===== config.mk =====
export PLATFORM = sky130hd
export DESIGN_NAME = instruction_fetch
export DESIGN_NICKNAME = d
export VERILOG_FILES = /design/src/rtl/instruction_fetch.sv
export SDC_FILE = /design/constraint.sdc
export NUM_CORES = 1
export LEC_CHECK = 0
export ABC_AREA = 1
export CORE_MARGIN = 3
export CORE_UTILIZATION = 47
export DETAILED_ROUTE_END_ITERATION = 10
export PLACE_DENSITY_LB_ADDON = 0.25
export SYNTH_ARGS = -nofsm -noshare
export SYNTH_HDL_FRONTEND = slang
export SYNTH_SLANG_ARGS = --single-unit

===== constraint.sdc =====
create_clock -name clk -period 2.95 [get_ports clk]
set_input_delay 0.4425 -clock clk [delete_from_list [all_inputs] [get_ports clk]]
set_output_delay 0.4425 -clock clk [all_outputs]
set_load 0.005 [all_outputs]

===== src/rtl/instruction_fetch.sv =====
// Fetch stage: owns the PC, requests words from instruction memory,
// buffers one instruction for decode and resolves branch/jump targets.
//
// Ports:
//   clk, reset          clock, synchronous active-high reset
//   imem_req/addr/ack   word request to instruction memory (held until ack)
//   imem_rdata          returned instruction word
//   instr, opcode       buffered instruction and its [31:26] field
//   instr_pc, link_addr address of buffered instruction and that plus 4
//   instr_valid/ready   handshake with decode; consume when both high
//   branch/alu_zero/jump  decode controls for the instruction being consumed
//   halted              fetch stopped by the halt opcode (6'b111111)
//   retired_count       instructions consumed since reset (wraps)
module instruction_fetch #(
    parameter int              ADDR_W   = 32,
    parameter logic [ADDR_W-1:0] RESET_PC = '0
) (
    input  logic              clk,
    input  logic              reset,
    output logic              imem_req,
    output logic [ADDR_W-1:0] imem_addr,
    input  logic              imem_ack,
    input  logic [31:0]       imem_rdata,
    output logic [31:0]       instr,
    output logic [5:0]        opcode,
    output logic [ADDR_W-1:0] instr_pc,
    output logic              instr_valid,
    input  logic              instr_ready,
    input  logic              branch,
    input  logic              alu_zero,
    input  logic              jump,
    output logic [ADDR_W-1:0] link_addr,
    output logic              halted,
    output logic [31:0]       retired_count
);

    localparam logic [5:0] OP_HALT = 6'b111111;

    typedef enum logic [1:0] {
        S_IDLE,
        S_FETCH,
        S_FULL,
        S_HALT
    } state_e;

    state_e            state_q, state_d;
    logic [ADDR_W-1:0] pc_q, pc_d;
    logic [31:0]       instr_q, instr_d;
    logic [ADDR_W-1:0] instr_pc_q, instr_pc_d;
    logic              halted_q, halted_d;
    logic [31:0]       retired_q, retired_d;

    logic [ADDR_W-1:0] seq_pc;
    logic [ADDR_W-1:0] jmp_tgt;
    logic [ADDR_W-1:0] br_off;
    logic [ADDR_W-1:0] br_tgt;

    // Targets are formed from the buffered instruction, so they are
    // stable for the whole time decode may take to accept it.
    always_comb begin
        seq_pc        = instr_pc_q + ADDR_W'(4);
        // Jump keeps the region bits above 28 of the sequential PC.
        jmp_tgt       = seq_pc;
        jmp_tgt[27:0] = {instr_q[25:0], 2'b00};
        br_off        = {{(ADDR_W-18){instr_q[15]}}, instr_q[15:0], 2'b00};
        br_tgt        = seq_pc + br_off;
    end

    always_comb begin
        state_d    = state_q;
        pc_d       = pc_q;
        instr_d    = instr_q;
        instr_pc_d = instr_pc_q;
        halted_d   = halted_q;
        retired_d  = retired_q;
        case (state_q)
            S_IDLE: begin
                state_d = S_FETCH;
            end
            S_FETCH: begin
                if (imem_ack) begin
                    instr_d    = imem_rdata;
                    instr_pc_d = pc_q;
                    pc_d       = pc_q + ADDR_W'(4);
                    state_d    = S_FULL;
                end
            end
            S_FULL: begin
                if (instr_ready) begin
                    retired_d = retired_q + 32'd1;
                    if (instr_q[31:26] == OP_HALT) begin
                        halted_d = 1'b1;
                        state_d  = S_HALT;
                    end else begin
                        state_d = S_FETCH;
                        // pc already holds instr_pc+4 for the fall-through case.
                        if (jump) begin
                            pc_d = jmp_tgt;
                        end else if (branch && alu_zero) begin
                            pc_d = br_tgt;
                        end
                    end
                end
            end
            S_HALT: begin
                state_d = S_HALT;
            end
            default: begin
                state_d = S_IDLE;
            end
        endcase
    end

    always_ff @(posedge clk) begin
        if (reset) begin
            state_q    <= S_IDLE;
            pc_q       <= RESET_PC;
            instr_q    <= 32'd0;
            instr_pc_q <= '0;
            halted_q   <= 1'b0;
            retired_q  <= 32'd0;
        end else begin
            state_q    <= state_d;
            pc_q       <= pc_d;
            instr_q    <= instr_d;
            instr_pc_q <= instr_pc_d;
            halted_q   <= halted_d;
            retired_q  <= retired_d;
        end
    end

    assign imem_req      = (state_q == S_FETCH);
    assign imem_addr     = pc_q;
    assign instr_valid   = (state_q == S_FULL);
    assign instr         = instr_q;
    assign opcode        = instr_q[31:26];
    assign instr_pc      = instr_pc_q;
    assign link_addr     = seq_pc;
    assign halted        = halted_q;
    assign retired_count = retired_q;

endmodule


# After elaboration in Yosys (flattened, before gate mapping)
# Index checks and enable logic that the tools add are counted.
dict set report classes {
  muxes 10
  reduce_logical 8
  add_sub_neg 4
  eq_ne 8
}
# op count
set ops {}
lappend ops {{$mux W32} 5}
lappend ops {{$add A32 B3 Y32 const B} 2}
lappend ops {{$pmux W32 S2} 1}
lappend ops {{$add A32 B1 Y32 const B} 1}
lappend ops {{$add A32 B32 Y32} 1}
lappend ops {{$pmux W2 S4} 1}
lappend ops {{$eq A6 B6 Y1 const B} 1}
lappend ops {{$mux W2} 3}
lappend ops {{$reduce_and A2 Y1} 3}
lappend ops {{$reduce_and A5 Y1} 1}
lappend ops {{$eq A2 B2 Y1 const B} 2}
lappend ops {{$ne A2 B1 Y1 const B} 2}
lappend ops {{$ne A3 B1 Y1 const B} 1}
lappend ops {{$reduce_and A3 Y1} 1}
lappend ops {{$eq A2 B1 Y1 const B} 1}
lappend ops {{$logic_not A2 Y1} 1}
lappend ops {{$ne A2 B2 Y1 const B} 1}
lappend ops {{$reduce_bool A2 Y1} 1}
lappend ops {{$logic_and A1 B1 Y1} 1}
dict set report word_totals {
  elab_cells 36
  output_inout_bits 169
  input_bits 39
  ff_bits 131
}

# Longest topological paths before layout
# Gate-level depths: netlist of the first run.
dict set report depth {
  ltp_word 7
  mapped_depth 25
  depth_no_buf 25
}

# Least setup slack after synthesis of the first run
# No wires, ideal clock.
dict set report synth_path {
  path_type {reg-to-reg}
  startpoint {reg instr_pc_q[3] (netlist: instr_pc[3])}
  endpoint {reg pc_q[31] (netlist: imem_addr[31])}
  synth_period_minus_slack_ns 2.865
  required_time_ns 2.841
  arrival_time_ns 2.756
  n_path_buf 0
  setup_ns 0.109
  setup_slack_ns 0.085
  path_stages_with_launch 23
  path_cell_list {dfxtp_1 -> ha_1 -> nand2_1 -> nor2_1 -> nand2_1 -> nor2_2 -> nand2_1 -> nor2_4 -> inv_1 -> o32ai_1 -> inv_1 -> ha_1 -> nand2_1 -> inv_1 -> nand2_1 -> nor3_1 -> nand2_1 -> nand2_1 -> nand2_1 -> nand3_1 -> nand3_1 -> nand2_1 -> inv_1}
}
dict set report synth_between {
  elab_chain_len 7
}
# item line
set synth_rtl {}
lappend synth_rtl {{start: declaration} 49} ;# logic [ADDR_W-1:0] instr_pc_q, instr_pc_d;
lappend synth_rtl {{start signal: assignment} 126} ;# instr_pc_q <= instr_pc_d;
lappend synth_rtl {{$add A32 B3 Y32} 61} ;# seq_pc = instr_pc_q + ADDR_W'(4);
lappend synth_rtl {{net link_addr[24]} 32} ;# output logic [ADDR_W-1:0] link_addr,
lappend synth_rtl {{$add A32 B32 Y32} 66} ;# br_tgt = seq_pc + br_off;
lappend synth_rtl {{$mux W32} 99} ;# end else if (branch && alu_zero) begin
lappend synth_rtl {{$mux W32} 97} ;# if (jump) begin
lappend synth_rtl {{$mux W32} 91} ;# if (instr_q[31:26] == OP_HALT) begin
lappend synth_rtl {{$mux W32} 89} ;# if (instr_ready) begin
lappend synth_rtl {{$pmux W32 S2} 76} ;# case (state_q)
lappend synth_rtl {{end signal: assignment} 124} ;# pc_q <= pc_d;
lappend synth_rtl {{end: declaration} 47} ;# logic [ADDR_W-1:0] pc_q, pc_d;
# The timed path passes the listed nets, and every way through them passes these cells. The select of a mux whose other input is x is not followed.
# A chain may end at the register's enable or synchronous reset.

# Worst setup path after layout of the first run
dict set report layout_path {
  startpoint {reg instr_pc_q[3] (netlist: instr_pc[3])}
  endpoint {reg pc_q[31] (netlist: imem_addr[31])}
}
dict set report layout_between {
  elab_chain_len 7
}
# item line
set layout_rtl {}
lappend layout_rtl {{$add A32 B3 Y32 *} 61}
lappend layout_rtl {{$add A32 B32 Y32} 66}
lappend layout_rtl {{$mux W32} 99}
lappend layout_rtl {{$mux W32 *} 97}
lappend layout_rtl {{$mux W32 *} 91}
lappend layout_rtl {{$mux W32 *} 89}
lappend layout_rtl {{$pmux W32 S2 *} 76}
# Every way passes the cells marked *; elsewhere a longest branch is shown, timed or not. The select of a mux whose other input is x is not followed.

==> impl_metrics.env, run 1 <==
export IMPL_rows=50
export IMPL_rsz0062_at_grt="yes"
export IMPL_ctsHoldBuffers=0
export IMPL_dr_total_vias=11180
export IMPL_fillers=1612
export IMPL_hpwl_um=27820
export IMPL_required_ns=3.28
export IMPL_reg2reg_to="imem_addr[31]$_SDFFE_PP0P_"
export IMPL_grt_use_met1=0.4324
export IMPL_synth_ff_type="dfxtp_1"
export IMPL_dieArea_um2=21080
export IMPL_synth_net_count=1517
export IMPL_place_gp_congestion=1.004
export IMPL_nNetsFinal=1831
export IMPL_power_leakage_nw=5.829
export IMPL_hold_viol=0
export IMPL_syn_inst=1442
export IMPL_synth_top_area_cell="dfxtp_1"
export IMPL_drc=0
export IMPL_grt_overflow=0
export IMPL_setup_violations=1
export IMPL_p_per_area_nw_per_um2=419.0
export IMPL_drt_total_wl_um=37310
export IMPL_clk_pin_slew_ns=0.07
export IMPL_synth_adder_area_share=0.05028
export IMPL_yosysTopAreaCellShare=0.2880
export IMPL_violations="negative setup slack"
export IMPL_die_y_um=145.2
export IMPL_clk_insertion_delay_late_ns=0.43
export IMPL_clock_skew_ns=0.01077
export IMPL_grtUsageTotal=0.3266
export IMPL_peakVddDrop_v=0.0003892
export IMPL_grt_pass1_vias=10340
export IMPL_p_int_mw=3.798
export IMPL_clkPwrFrac=0.382
export IMPL_status="finished with violations"
export IMPL_worstHoldEndpoint="halted$_SDFFE_PP0P_"
export IMPL_synth_top_family_by_area="simple AND/OR/NAND/NOR gates"
export IMPL_synth_area_um2=9107
export IMPL_grt_pass1_wl_um=55100
export IMPL_fin_crit_sh=1.031
export IMPL_critPathLaunchType="register"
export IMPL_use_met3=0.07027
export IMPL_port_buffer_count=207
export IMPL_synthArstFlopShare=0
export IMPL_period_needed_ns=3.041
export IMPL_fmax_mhz=328.8
export IMPL_drv_slew=0
export IMPL_power_frac_comb=0.257
export IMPL_h_tree_depth=4
export IMPL_synth_area_leaders="dfxtp_1 29%, nand2_1 12%, inv_1 7.7%, a21oi_1 7.6%, nor2_1 7.1%"
export IMPL_drive_gt1_frac=0.1979
export IMPL_post_route_util=0.7225
export IMPL_critPathKind="register to register"
export IMPL_min_path_cells=2
export IMPL_slew_limit_headroom=0.4980
export IMPL_synth_commonest_cells="298 x nand2_1, 186 x inv_1, 173 x nor2_1, 139 x a21oi_1, 131 x dfxtp_1"
export IMPL_numCtsBuffers=17
export IMPL_dr_pass1_iters=7
export IMPL_postRouteAntennaNets=0
export IMPL_avgSynthCellArea_um2=6.316
export IMPL_antenna_found_initial=0
export IMPL_core_um2=18890
export IMPL_ys_seq_area_frac=0.2880
export IMPL_synth_xor_area_frac=0.05482
export IMPL_worstPathArrival_ns=3.37
export IMPL_die_w_um=145.2
export IMPL_min_from="halted$_SDFFE_PP0P_"
export IMPL_via_per_inst=5.508
export IMPL_crit_path_max_fanout=3
export IMPL_grt_max_degree=59
export IMPL_share_seq_of_total_power=0.362
export IMPL_synth_simple_area_share=0.3301
export IMPL_layout_setup_ws_ns=-0.09097
export IMPL_r2r_slack_ns=-0.09
export IMPL_tightestPinTransition_ns=0.7519
export IMPL_synth_most_common_cell="nand2_1"
export IMPL_io_pins=208
export IMPL_synth_enable_flop_cells=0
export IMPL_drtIter0Drc=1062
export IMPL_ff_latch_area_um2=2640
export IMPL_reg2reg_depth=24
export IMPL_power_share_switching=0.3360
export IMPL_synth_seq_cells=131
export IMPL_met2_usage=0.5265
export IMPL_area_delta_synth_final_pct=49.88
export IMPL_synth_cell_type_count=47
export IMPL_top_usage_layer="met2"
export IMPL_finalPower_mw=5.720
export IMPL_ys_warn_count=0
export IMPL_cts_tree="built"
export IMPL_cts_buffer_depth=2
export IMPL_p_sw_mw=1.922
export IMPL_multiInputGateArea_um2=6225
export IMPL_r2r_start="instr_pc[3]$_SDFFE_PP0P_"
export IMPL_clockRootBuffer="clkbuf_16"
export IMPL_start_util=0.4821
export IMPL_cp_end_kind="register"
export IMPL_maxCapViolations=0
export IMPL_diodes=0
export IMPL_synth_compound_area_share=0.1704
export IMPL_synthMuxAreaShare=0
export IMPL_hold_path_class="register to register"
export IMPL_wl_per_cell_um=18.39
export IMPL_cts_sinks=131
[through the flow]
step / cells / setup WS (ns) / area, µm² / hold WS [ns] / setup TNS (ns)
floorplan: 1442 / 0.08471 / 9107 / 0.4552 / 0
global placement: 1985 / -0.1642 / 12240 / 0.4491 / -0.6468
detailed placement: 1985 / -0.2135 / 12240 / 0.4667 / -1.287
CTS: 2019 / -0.002138 / 12970 / 0.4863 / -0.002138
global route: 2029 / -0.2511 / 13650 / 0.5039 / -1.326
finish: 2029 / -0.09097 / 13650 / 0.4854 / -0.09097
[sequential cells by signal, summed over array words and instances, names as in the netlist]
register,flops
instr,32
state_q,2
retired_count,32
halted,1
instr_pc,32
imem_addr,32
[how the worst max path moves through the flow]
stage / from / to / slack, ns / cells past startpoint
after floorplan: instr_pc[3]$_SDFFE_PP0P_ / imem_addr[31]$_SDFFE_PP0P_ / 0.08 / 22
after global placement: instr_pc[2]$_SDFFE_PP0P_ / imem_addr[31]$_SDFFE_PP0P_ / -0.16 / 19
after detailed placement: instr_pc[3]$_SDFFE_PP0P_ / imem_addr[25]$_SDFFE_PP0P_ / -0.21 / 22
after CTS: instr_pc[7]$_SDFFE_PP0P_ / link_addr[25] / -0.002 / 11
after global routing: instr_pc[3]$_SDFFE_PP0P_ / imem_addr[31]$_SDFFE_PP0P_ / -0.25 / 24
final: instr_pc[3]$_SDFFE_PP0P_ / imem_addr[31]$_SDFFE_PP0P_ / -0.09 / 24
[what timing repair did]
action,4_1_cts,5_1_grt
endpoints found under the setup margin,24,33
gates cloned,0,0
gates resized for setup,30,140
buffers inserted,2,10
pin swaps,4,36
[routing by layer]
layer / up-vias / share of wire
met5: - / 0
li1: 5331 / -
met2: 529 / 0.46
met1: 5230 / 0.42
met4: 0 / 0.033
met3: 85 / 0.090
[power groups by stage]
| stage | logic (mW) | clock network (mW) | registers, mW |
|---|---|---|---|
| after floorplan | 0.582 | 0 | 2.06 |
| after global placement | 1.32 | 0 | 2.08 |
| after detailed placement | 1.33 | 0 | 2.09 |
| after CTS | 1.35 | 2.19 | 2.05 |
| after global routing | 1.57 | 2.26 | 2.08 |
| final | 1.47 | 2.18 | 2.07 |
[cells by family after synthesis]
logic type,count (synthesis)
fa+ha+maj,36
compound gates,299
simple gates,675
buf+inv,244
xor+xnor,57
flops,131
[worst max-delay path, cell delays in order, from the launching register on]
cell and delay, ns:
dfxtp_4 0.38, ha_4 0.14, nand2_4 0.06, nor2_4 0.14
nand2_4 0.09, nor2_4 0.12, nand2_2 0.09, nor2_4 0.13
buf_4 0.13, xor2_1 0.14, inv_1 0.10, ha_4 0.24
nand2_2 0.11, inv_2 0.07, nand2_1 0.08, and2_1 0.19
nand2_2 0.10, nand2_1 0.07, nand2_1 0.07, a21oi_1 0.17
nand2_1 0.07, nand3_1 0.07, nand3_1 0.07, nand2_1 0.06
inv_1 0.03
[layout by cell type (no fill, tap or decap), types with 3 or more instances in the layout]
cell type          n
inv_1            178
dlymetal6s2s_1     3
a31oi_1           10
dfxtp_1          121
o21bai_1           3
inv_2             17
nor4_1             3
ha_4              11
nand2_2           31
nand3_2            6
xnor2_1            5
xor2_4             3
o22ai_1            3
nor2_2            16
a21oi_1          119
a211oi_1           3
inv_8              4
xor2_1            40
nor2_4            15
nor3_1            32
clkbuf_16         17
ha_1              23
nand4_1           24
nor3_4             4
nand3_1           71
o21ai_0          121
nor3_2            18
inv_6              5
nor2_1           158
nand3b_1           5
nand2_1          273
and2_1             3
buf_4            132
xor2_2             9
o21ai_1            9
nand2_4            6
dfxtp_2            8
clkdlybuf4s50_1  203
a21oi_2           18
[final cells by class]
type | count | area share
repair buffers | 343 | 0.2294
clock buffers | 17 | 0.03116
flip-flops and latches | 131 | 0.1934
well taps | 260 | 0.02383
multi-input cells | 1067 | 0.4560
clock inverters | 15 | 0.01210
inverters | 196 | 0.05408
Note: power is estimated with default switching activity, not from simulation.
==> run 2: changes to the inputs <==
--- a/config.mk
+++ b/config.mk
@@ -10,6 +10,7 @@
 export CORE_UTILIZATION = 47
 export DETAILED_ROUTE_END_ITERATION = 10
 export PLACE_DENSITY_LB_ADDON = 0.25
+export SLEW_MARGIN = 20
 export SYNTH_ARGS = -nofsm -noshare
 export SYNTH_HDL_FRONTEND = slang
 export SYNTH_SLANG_ARGS = --single-unit
==> results of run 2 <==
The final DEF is identical to that of run 1; final timing and power are the same.
